$ cat config.mk
export PLATFORM = sky130hd
export DESIGN_NAME = alu_seq_core_flat
export DESIGN_NICKNAME = d
export VERILOG_FILES = /design/src/rtl/alu_seq_core_if.sv /design/src/rtl/alu_seq_core.sv /design/src/flat_wrapper.sv
export SDC_FILE = /design/constraint.sdc
export NUM_CORES = 1
export LEC_CHECK = 0
export CORE_UTILIZATION = 23
export CTS_BUF_LIST = sky130_fd_sc_hd__clkbuf_8
export DETAILED_ROUTE_END_ITERATION = 10
export PLACE_DENSITY = 0.43
export SETUP_SLACK_MARGIN = 0.1
export SKIP_CTS_REPAIR_TIMING = 1
export SYNTH_ARGS = -nofsm -noshare
export SYNTH_HDL_FRONTEND = slang
export SYNTH_SLANG_ARGS = --single-unit
$ cat constraint.sdc
create_clock -name clk -period 3.4 [get_ports clk]
set_input_delay 0.68 -clock clk [delete_from_list [all_inputs] [get_ports clk]]
set_output_delay 0.68 -clock clk [all_outputs]
set_load 0.1 [all_outputs]
$ cat src/rtl/alu_seq_core_if.sv
// Handshake and data bundle between the ALU sequencer and whoever drives it.
// The master side feeds operands, opcode and start; the slave side (the ALU)
// returns the registered result and status.
interface alu_seq_core_if #(
  parameter int WIDTH = 32
);
  logic [WIDTH-1:0] bus_in;
  logic             load_a;
  logic             load_b;
  logic [3:0]       op;
  logic             start;
  logic [WIDTH-1:0] alu_out;
  logic             load_out;
  logic             busy;
  logic             done;
  logic [3:0]       flags;
  logic             err;

  modport master (
    output bus_in, load_a, load_b, op, start,
    input  alu_out, load_out, busy, done, flags, err
  );

  modport slave (
    input  bus_in, load_a, load_b, op, start,
    output alu_out, load_out, busy, done, flags, err
  );
endinterface

$ cat src/rtl/alu_seq_core.sv
// Multi-cycle ALU feeding the output register. Logic/arithmetic ops complete
// in one cycle, shifts move one bit per cycle and multiply is shift-add.
// Every result, flag and strobe is registered; the result register only
// changes on the edge that enters DONE.
module alu_seq_core #(
  parameter int WIDTH   = 32,
  parameter int SHAMT_W = 5,
  parameter int MUL_EN  = 1
) (
  input logic           clk,
  input logic           rst_n,
  alu_seq_core_if.slave bus
);

  // Counter must hold both a shift amount and the WIDTH multiply iterations
  localparam int CNT_W = SHAMT_W + 1;
  localparam int MSB   = WIDTH - 1;

  localparam logic [3:0] OP_ADD  = 4'd0;
  localparam logic [3:0] OP_SUB  = 4'd1;
  localparam logic [3:0] OP_AND  = 4'd2;
  localparam logic [3:0] OP_OR   = 4'd3;
  localparam logic [3:0] OP_XOR  = 4'd4;
  localparam logic [3:0] OP_NOT  = 4'd5;
  localparam logic [3:0] OP_SLL  = 4'd6;
  localparam logic [3:0] OP_SRL  = 4'd7;
  localparam logic [3:0] OP_SRA  = 4'd8;
  localparam logic [3:0] OP_MUL  = 4'd9;
  localparam logic [3:0] OP_PASA = 4'd10;
  localparam logic [3:0] OP_PASB = 4'd11;

  typedef enum logic [1:0] {
    S_IDLE,
    S_SHIFT,
    S_MUL,
    S_DONE
  } state_t;

  state_t           state;
  logic [WIDTH-1:0] a_reg;
  logic [WIDTH-1:0] b_reg;
  logic [3:0]       op_w;
  logic [WIDTH-1:0] work;
  logic [WIDTH-1:0] mplr;
  logic [WIDTH-1:0] acc;
  logic [CNT_W-1:0] cnt;

  logic [WIDTH:0]   sum_ext;
  logic [WIDTH-1:0] diff;
  logic [WIDTH-1:0] res;
  logic             res_c;
  logic             res_v;
  logic             illegal;
  logic [WIDTH-1:0] shift_next;
  logic [WIDTH-1:0] mul_sum;
  logic             is_shift;
  logic [SHAMT_W-1:0] shamt;

  // Single-cycle result and flags from the operands held before the start edge
  always_comb begin
    sum_ext = {1'b0, a_reg} + {1'b0, b_reg};
    diff    = a_reg - b_reg;
    res     = '0;
    res_c   = 1'b0;
    res_v   = 1'b0;
    illegal = 1'b0;
    case (bus.op)
      OP_ADD: begin
        res   = sum_ext[MSB:0];
        res_c = sum_ext[WIDTH];
        res_v = (a_reg[MSB] == b_reg[MSB]) && (sum_ext[MSB] != a_reg[MSB]);
      end
      OP_SUB: begin
        res   = diff;
        res_c = (a_reg >= b_reg);
        res_v = (a_reg[MSB] != b_reg[MSB]) && (diff[MSB] != a_reg[MSB]);
      end
      OP_AND:  res = a_reg & b_reg;
      OP_OR:   res = a_reg | b_reg;
      OP_XOR:  res = a_reg ^ b_reg;
      OP_NOT:  res = ~a_reg;
      OP_SLL, OP_SRL, OP_SRA: res = a_reg;
      OP_MUL: begin
        if (MUL_EN == 0) begin
          illegal = 1'b1;
        end
      end
      OP_PASA: res = a_reg;
      OP_PASB: res = b_reg;
      default: illegal = 1'b1;
    endcase
  end

  // Next values for the iterative shifter and the shift-add multiplier
  always_comb begin
    shamt    = b_reg[SHAMT_W-1:0];
    is_shift = (bus.op == OP_SLL) || (bus.op == OP_SRL) || (bus.op == OP_SRA);
    case (op_w)
      OP_SLL:  shift_next = {work[MSB-1:0], 1'b0};
      OP_SRL:  shift_next = {1'b0, work[MSB:1]};
      default: shift_next = {work[MSB], work[MSB:1]};
    endcase
    mul_sum = acc + (mplr[0] ? work : '0);
  end

  // Sequencer: operand capture, op dispatch, iteration and result registering
  always_ff @(posedge clk) begin
    if (!rst_n) begin
      state        <= S_IDLE;
      a_reg        <= '0;
      b_reg        <= '0;
      op_w         <= '0;
      work         <= '0;
      mplr         <= '0;
      acc          <= '0;
      cnt          <= '0;
      bus.alu_out  <= '0;
      bus.flags    <= '0;
      bus.load_out <= 1'b0;
      bus.done     <= 1'b0;
      bus.busy     <= 1'b0;
      bus.err      <= 1'b0;
    end else begin
      bus.load_out <= 1'b0;
      bus.done     <= 1'b0;
      case (state)
        S_IDLE: begin
          if (bus.load_a) a_reg <= bus.bus_in;
          if (bus.load_b) b_reg <= bus.bus_in;
          if (bus.start) begin
            op_w     <= bus.op;
            work     <= a_reg;
            mplr     <= b_reg;
            bus.busy <= 1'b1;
            bus.err  <= 1'b0;
            if (is_shift && (shamt != '0)) begin
              cnt   <= {1'b0, shamt};
              state <= S_SHIFT;
            end else if ((bus.op == OP_MUL) && (MUL_EN != 0)) begin
              acc   <= '0;
              cnt   <= CNT_W'(WIDTH);
              state <= S_MUL;
            end else begin
              bus.alu_out  <= res;
              bus.flags    <= {res[MSB], (res == '0), res_c, res_v};
              bus.err      <= illegal;
              bus.load_out <= 1'b1;
              bus.done     <= 1'b1;
              state        <= S_DONE;
            end
          end
        end
        S_SHIFT: begin
          work <= shift_next;
          cnt  <= cnt - 1'b1;
          if (cnt == CNT_W'(1)) begin
            bus.alu_out  <= shift_next;
            bus.flags    <= {shift_next[MSB], (shift_next == '0), 2'b00};
            bus.load_out <= 1'b1;
            bus.done     <= 1'b1;
            state        <= S_DONE;
          end
        end
        S_MUL: begin
          acc  <= mul_sum;
          work <= {work[MSB-1:0], 1'b0};
          mplr <= {1'b0, mplr[MSB:1]};
          cnt  <= cnt - 1'b1;
          if (cnt == CNT_W'(1)) begin
            bus.alu_out  <= mul_sum;
            bus.flags    <= {mul_sum[MSB], (mul_sum == '0), 2'b00};
            bus.load_out <= 1'b1;
            bus.done     <= 1'b1;
            state        <= S_DONE;
          end
        end
        S_DONE: begin
          bus.busy <= 1'b0;
          state    <= S_IDLE;
        end
        default: begin
          bus.busy <= 1'b0;
          state    <= S_IDLE;
        end
      endcase
    end
  end

endmodule

$ cat src/flat_wrapper.sv
// flat-port wrapper written by rule: the top's interface ports become plain ports
module alu_seq_core_flat 
#(
  parameter int WIDTH   = 32,
  parameter int SHAMT_W = 5,
  parameter int MUL_EN  = 1
)
  (clk, rst_n, bus_bus_in, bus_load_a, bus_load_b, bus_op, bus_start, bus_alu_out, bus_load_out, bus_busy, bus_done, bus_flags, bus_err);
  alu_seq_core_if #(.WIDTH(WIDTH)) bus_i ();
  input logic clk;
  input logic rst_n;
  input wire logic [$bits(bus_i.bus_in)-1:0] bus_bus_in;
  input wire logic [$bits(bus_i.load_a)-1:0] bus_load_a;
  input wire logic [$bits(bus_i.load_b)-1:0] bus_load_b;
  input wire logic [$bits(bus_i.op)-1:0] bus_op;
  input wire logic [$bits(bus_i.start)-1:0] bus_start;
  output wire logic [$bits(bus_i.alu_out)-1:0] bus_alu_out;
  output wire logic [$bits(bus_i.load_out)-1:0] bus_load_out;
  output wire logic [$bits(bus_i.busy)-1:0] bus_busy;
  output wire logic [$bits(bus_i.done)-1:0] bus_done;
  output wire logic [$bits(bus_i.flags)-1:0] bus_flags;
  output wire logic [$bits(bus_i.err)-1:0] bus_err;
  assign bus_i.bus_in = bus_bus_in;
  assign bus_i.load_a = bus_load_a;
  assign bus_i.load_b = bus_load_b;
  assign bus_i.op = bus_op;
  assign bus_i.start = bus_start;
  assign bus_alu_out = bus_i.alu_out;
  assign bus_load_out = bus_i.load_out;
  assign bus_busy = bus_i.busy;
  assign bus_done = bus_i.done;
  assign bus_flags = bus_i.flags;
  assign bus_err = bus_i.err;
  alu_seq_core #(.WIDTH(WIDTH), .SHAMT_W(SHAMT_W), .MUL_EN(MUL_EN)) u_core (.clk(clk), .rst_n(rst_n), .bus(bus_i));
endmodule
# Word-level counts from Yosys, hierarchy flattened
# Cells that the tools add are included.
# totals
ff_bits	211
inputBits	41
# classes
add_sub_neg	4
n_lt_le_gt_ge	1
n_eq_ne	29
mux	44
bitwise_logic	4
n_reduce_logical	28
# ops
op	n
$mux 32	11
$pmux 32 s8	1
$pmux 32 s2	3
$pmux 32 s3	2
$logic_not 32->1	3
$add 32x32->33	1
$add 32x32->32	1
$and 32x32->32	1
$ge 32x32->1	1
$not 32->32	1
$or 32x32->32	1
$sub 32x32->32	1
$xor 32x32->32	1
$eq 4x3->1 const B	6
$mux 4	5
$mux 6	3
$eq 4x4->1 const B	4
$reduce_and 2->1	7
$pmux 4 s3	1
$pmux 6 s2	1
$reduce_or 11->1	1
$mux 1	9
$eq 4x2->1 const B	2
$ne 2x1->1 const B	4
24 further kinds	39

# Depth between registers and ports, before layout
# logic_depth
ltp_word	8
ltp_mapped	15
depth_no_buf	15

# Least setup slack after synthesis
# Ideal clock, no wire load.
# synth_timing
path_kind	register -> register
from	reg u_core.mplr[0]
to	reg u_core.bus.flags[2]
setup_ns	0.084
t_arrival_ns	3.606
slack_ns	-0.290
path_stages_with_launch	14
path_buffers	1
cell_sequence	dfxtp_1 clkbuf_1 and2_1 ha_1 fa_1 or4b_2 nor3_1 or4b_2 nor4_1 nand4b_1 nor4_1 nand4b_1 o41a_1 o31ai_2
# synth_between
elab_chain_cells	5
# synth_rtl
item	line	rtl
from (decl)	alu_seq_core.sv:44	logic [WIDTH-1:0] mplr;
from (signal assigned)	alu_seq_core.sv:133	mplr <= b_reg;
from (signal assigned)	alu_seq_core.sv:167	mplr <= {1'b0, mplr[MSB:1]};
$mux 32	alu_seq_core.sv:103	mul_sum = acc + (mplr[0] ? work : '0);
$add 32x32->32	alu_seq_core.sv:103	
$logic_not 32->1	alu_seq_core.sv:171	bus.flags <= {mul_sum[MSB], (mul_sum == '0), 2'b00};
$mux 4	alu_seq_core.sv:169	if (cnt == CNT_W'(1)) begin
$pmux 4 s3	alu_seq_core.sv:126	case (state)
to (signal assigned)	alu_seq_core.sv:145	bus.flags <= {res[MSB], (res == '0), res_c, res_v};
to (signal assigned)	alu_seq_core.sv:158	bus.flags <= {shift_next[MSB], (shift_next == '0), 2'b00};
to (signal assigned)	alu_seq_core.sv:171	
to (decl)	alu_seq_core_if.sv:26	output alu_out, load_out, busy, done, flags, err
# Every way passes these cells. The select of a mux whose other input is x is not followed.
# A chain may end at the register's enable or synchronous reset.

# Final worst setup path
# Ends and elaborated chain as after synthesis.

==> flow_summary.yaml <==
outcome:
  outcome: "complete, but fails checks"
  failed_checks: "setup timing"
logic_synthesis:
  netlist_area_sq_mm: 0.01803
  ys_seq_area_share_pct: 23.32
  synth.distinct_cells: 97
  synthesis.nets: 2701
  synthTopCellsByArea: "dfxtp_1 (23%), ha_1 (10%), a21oi_1 (8.5%), nand2_1 (7.3%), nor2_1 (4.8%)"
  synth_top_cell_area_share_pct: 23.32
  synth_top_cell_by_area: "dfxtp_1"
  yosys_warnings: 0
  synthTopCellsByCount: "nand2_1 (350), a21oi_1 (308), nor2_1 (230)"
  synth_edf_count: 0
  ys_ff_latch: 210
  synthMostInstantiatedCell: "nand2_1"
  synthCells: 2513
  synthArstFlopShare_pct: 0
  syn_avg_cell_area_sq_um: 7.175
  synth-main-ff-cell: "dfxtp_1"
routing:
  wl_per_cell_um: 21.73
  drtAntennaViolNets: 0
  finalWirelength_um: 91290
  drc: 0
  drt_pre_antenna_iters: 5
  vias: 21560
  drtIter0Drc: 1710
  viasPerCell: 5.131
final_layout:
  num_antenna_cells: 0
  nets: 3320
  layout-drive-gt1-share_pct: 33.91
  multi_input_area_sq_mm: 0.01402
  area_delta_synth_final_pct: 49.66
  fillers: 8249
  finalInstanceArea_sq_mm: 0.02699
  final_cell_count_no_fill: 4201
  regArea_sq_mm: 0.004233
placed_design:
  gp_congestion: 0.9368
  placed_area_sq_mm: 0.02435
  port_buffers: 80
  pre_cts_ws_ps: -874.8
  placedCellCount: 4091
  dpl.hpwl_um: 71180
die:
  start_util_pct: 23.28
  core.rowCount: 102
  die_w_um: 282.0
  coreArea_sq_mm: 0.07747
  io_pins: 81
  die_h_um: 282.0
  dieArea_sq_mm: 0.07952
critical_path:
  crit_arrival_ps: 4410
  setup.worst_path.class: "flip-flop to flip-flop"
  worstPathMaxFanout: 15
  cp-start-kind: "flip-flop"
  cp-startpoint: "u_core.mplr[0]"
  timing.rr.start: "u_core.mplr[0]"
  worstSetupEndpointType: "flip-flop"
  required_ps: 3990
  r2r_cells: 14
sta:
  hold_viol_final: 0
  timing.fmax_ghz: 0.2613
  finClkSkew_ps: 30.92
  fin_ws_ps: -426.4
  period_share_pct: 112.5
  rsz0062_at_grt: "yes"
  setup_violations: 12
  post-route-min-period_ps: 3826
  maxSlewViolCount: 0
  worstMarginPinSlew_ps: 984.3
  slew_headroom_pct: 33.82
clock_network:
  cts_buffers: 45
  clock-sinks: 210
  clockBufferDepth: 3
  clkTransAtPathRegs_ps: 60
  h-tree-depth: 2
  clockRootBuffer: "clkbuf_8"
  tritoncts: "done"
  insertion_delay_ps: 670
pwr:
  p_leak_nw: 11.10
  ir_drop_mv: 0.6088
  power.total_mw: 21.28
  cellPowerDensity_mw_per_mm2: 788.5
hold_path:
  hp-class: "flip-flop to flip-flop"
  hp-start: "u_core.bus.alu_out[0]"
  hold_depth: 2
global_routing:
  antenna_found_initial: 4
  grt_max_degree: 78
  track_usage_pct: 22.47
  grt_pass1_wl_um: 135400
  overflow: 0
  grt_pass1_vias: 21320
run:
  drv_cap: 0
[through the flow]
stage	TNS, ps	hold slack (ps)	utilization (%)
after floorplan	-142.0	431.1	-
after global placement	-13230	442.7	31.43
after detailed placement	-13440	445.7	31.43
after CTS	-10490	453.5	32.60
after global routing	-3569	481.9	34.84
final	-1563	452.1	34.84
[report_power, final]
part | internal, mW | leakage, nW | switching, mW
Sequential | 3.15 | 1.73 | 0.425
Combinational | 5.63 | 8.87 | 9.15
Clock | 1.57 | 0.506 | 1.35
[cell type report]
| class | count | area share (%) |
|---|---|---|
| Timing Repair Buffer | 770 | 22.53 |
| Sequential cell | 210 | 15.69 |
| Clock buffer | 53 | 2.703 |
| Multi-Input combinational cell | 1990 | 51.96 |
| Inverter | 115 | 1.637 |
| Clock inverter | 23 | 0.6630 |
| Tap cell | 1040 | 4.822 |
[path summary, 6_finish.rpt]
path	slack, ps	to
setup / recovery	-430	u_core.bus.flags[2]
hold / removal	450	u_core.bus.alu_out[0]
setup reg to reg	-430	u_core.bus.flags[2]
hold reg to reg	450	u_core.bus.alu_out[0]
[placed cells by master, fill, tap and decap left out, types with 14 or more instances in the layout]
cell type / instances
a21o_1: 24
nor3_1: 35
a211oi_1: 45
nand2_1: 346
a221o_1: 18
o21ai_2: 17
xnor2_1: 19
nand4_1: 26
dfxtp_1: 195
a21oi_2: 22
mux2i_1: 22
nand2b_1: 14
buf_4: 696
clkdlybuf4s50_1: 37
buf_6: 23
mux2_2: 16
nand3_1: 54
clkbuf_8: 53
a22oi_1: 20
nor2b_1: 20
a21oi_1: 283
o21ai_1: 20
and2_1: 35
ha_4: 27
ha_1: 111
a221oi_1: 48
o31ai_1: 15
o21bai_1: 14
o211ai_1: 71
inv_2: 17
o21ai_0: 103
inv_1: 103
nor2_1: 218
nor4_1: 15
[critical path: stages (launching register included)]
cell	delay, ps
dfxtp_4	360
buf_8	150
and2_1	190
ha_1	300
o21a_1	190
o211ai_1	110
a31o_2	270
a2111o_1	470
a31o_4	280
xnor2_1	150
nor2_1	100
or4b_1	450
nand4b_1	200
o41a_1	470
o31ai_2	70
[kinds of logic after synthesis]
| group | Yosys count | share of synthesized area (%) |
|---|---|---|
| AO/OA/AOI/OAI | 894 | 33.08 |
| AND/OR/NAND/NOR | 875 | 22.44 |
| buffers and inverters | 313 | 6.863 |
| flip-flops | 210 | 23.32 |
| adder cells (fa/ha/maj) | 147 | 10.33 |
| multiplexers | 39 | 2.276 |
| XOR/XNOR | 35 | 1.700 |
[layer usage]
layer,vias to the layer above,global-route usage [%],share of wire [%]
li1,10460,-,-
met1,10340,30.70,47
met2,617,36.99,46
met3,140,2.436,4.3
met4,2,6.480,3.1
met5,-,0,0.0077
Power figures use the tool's default switching activity.
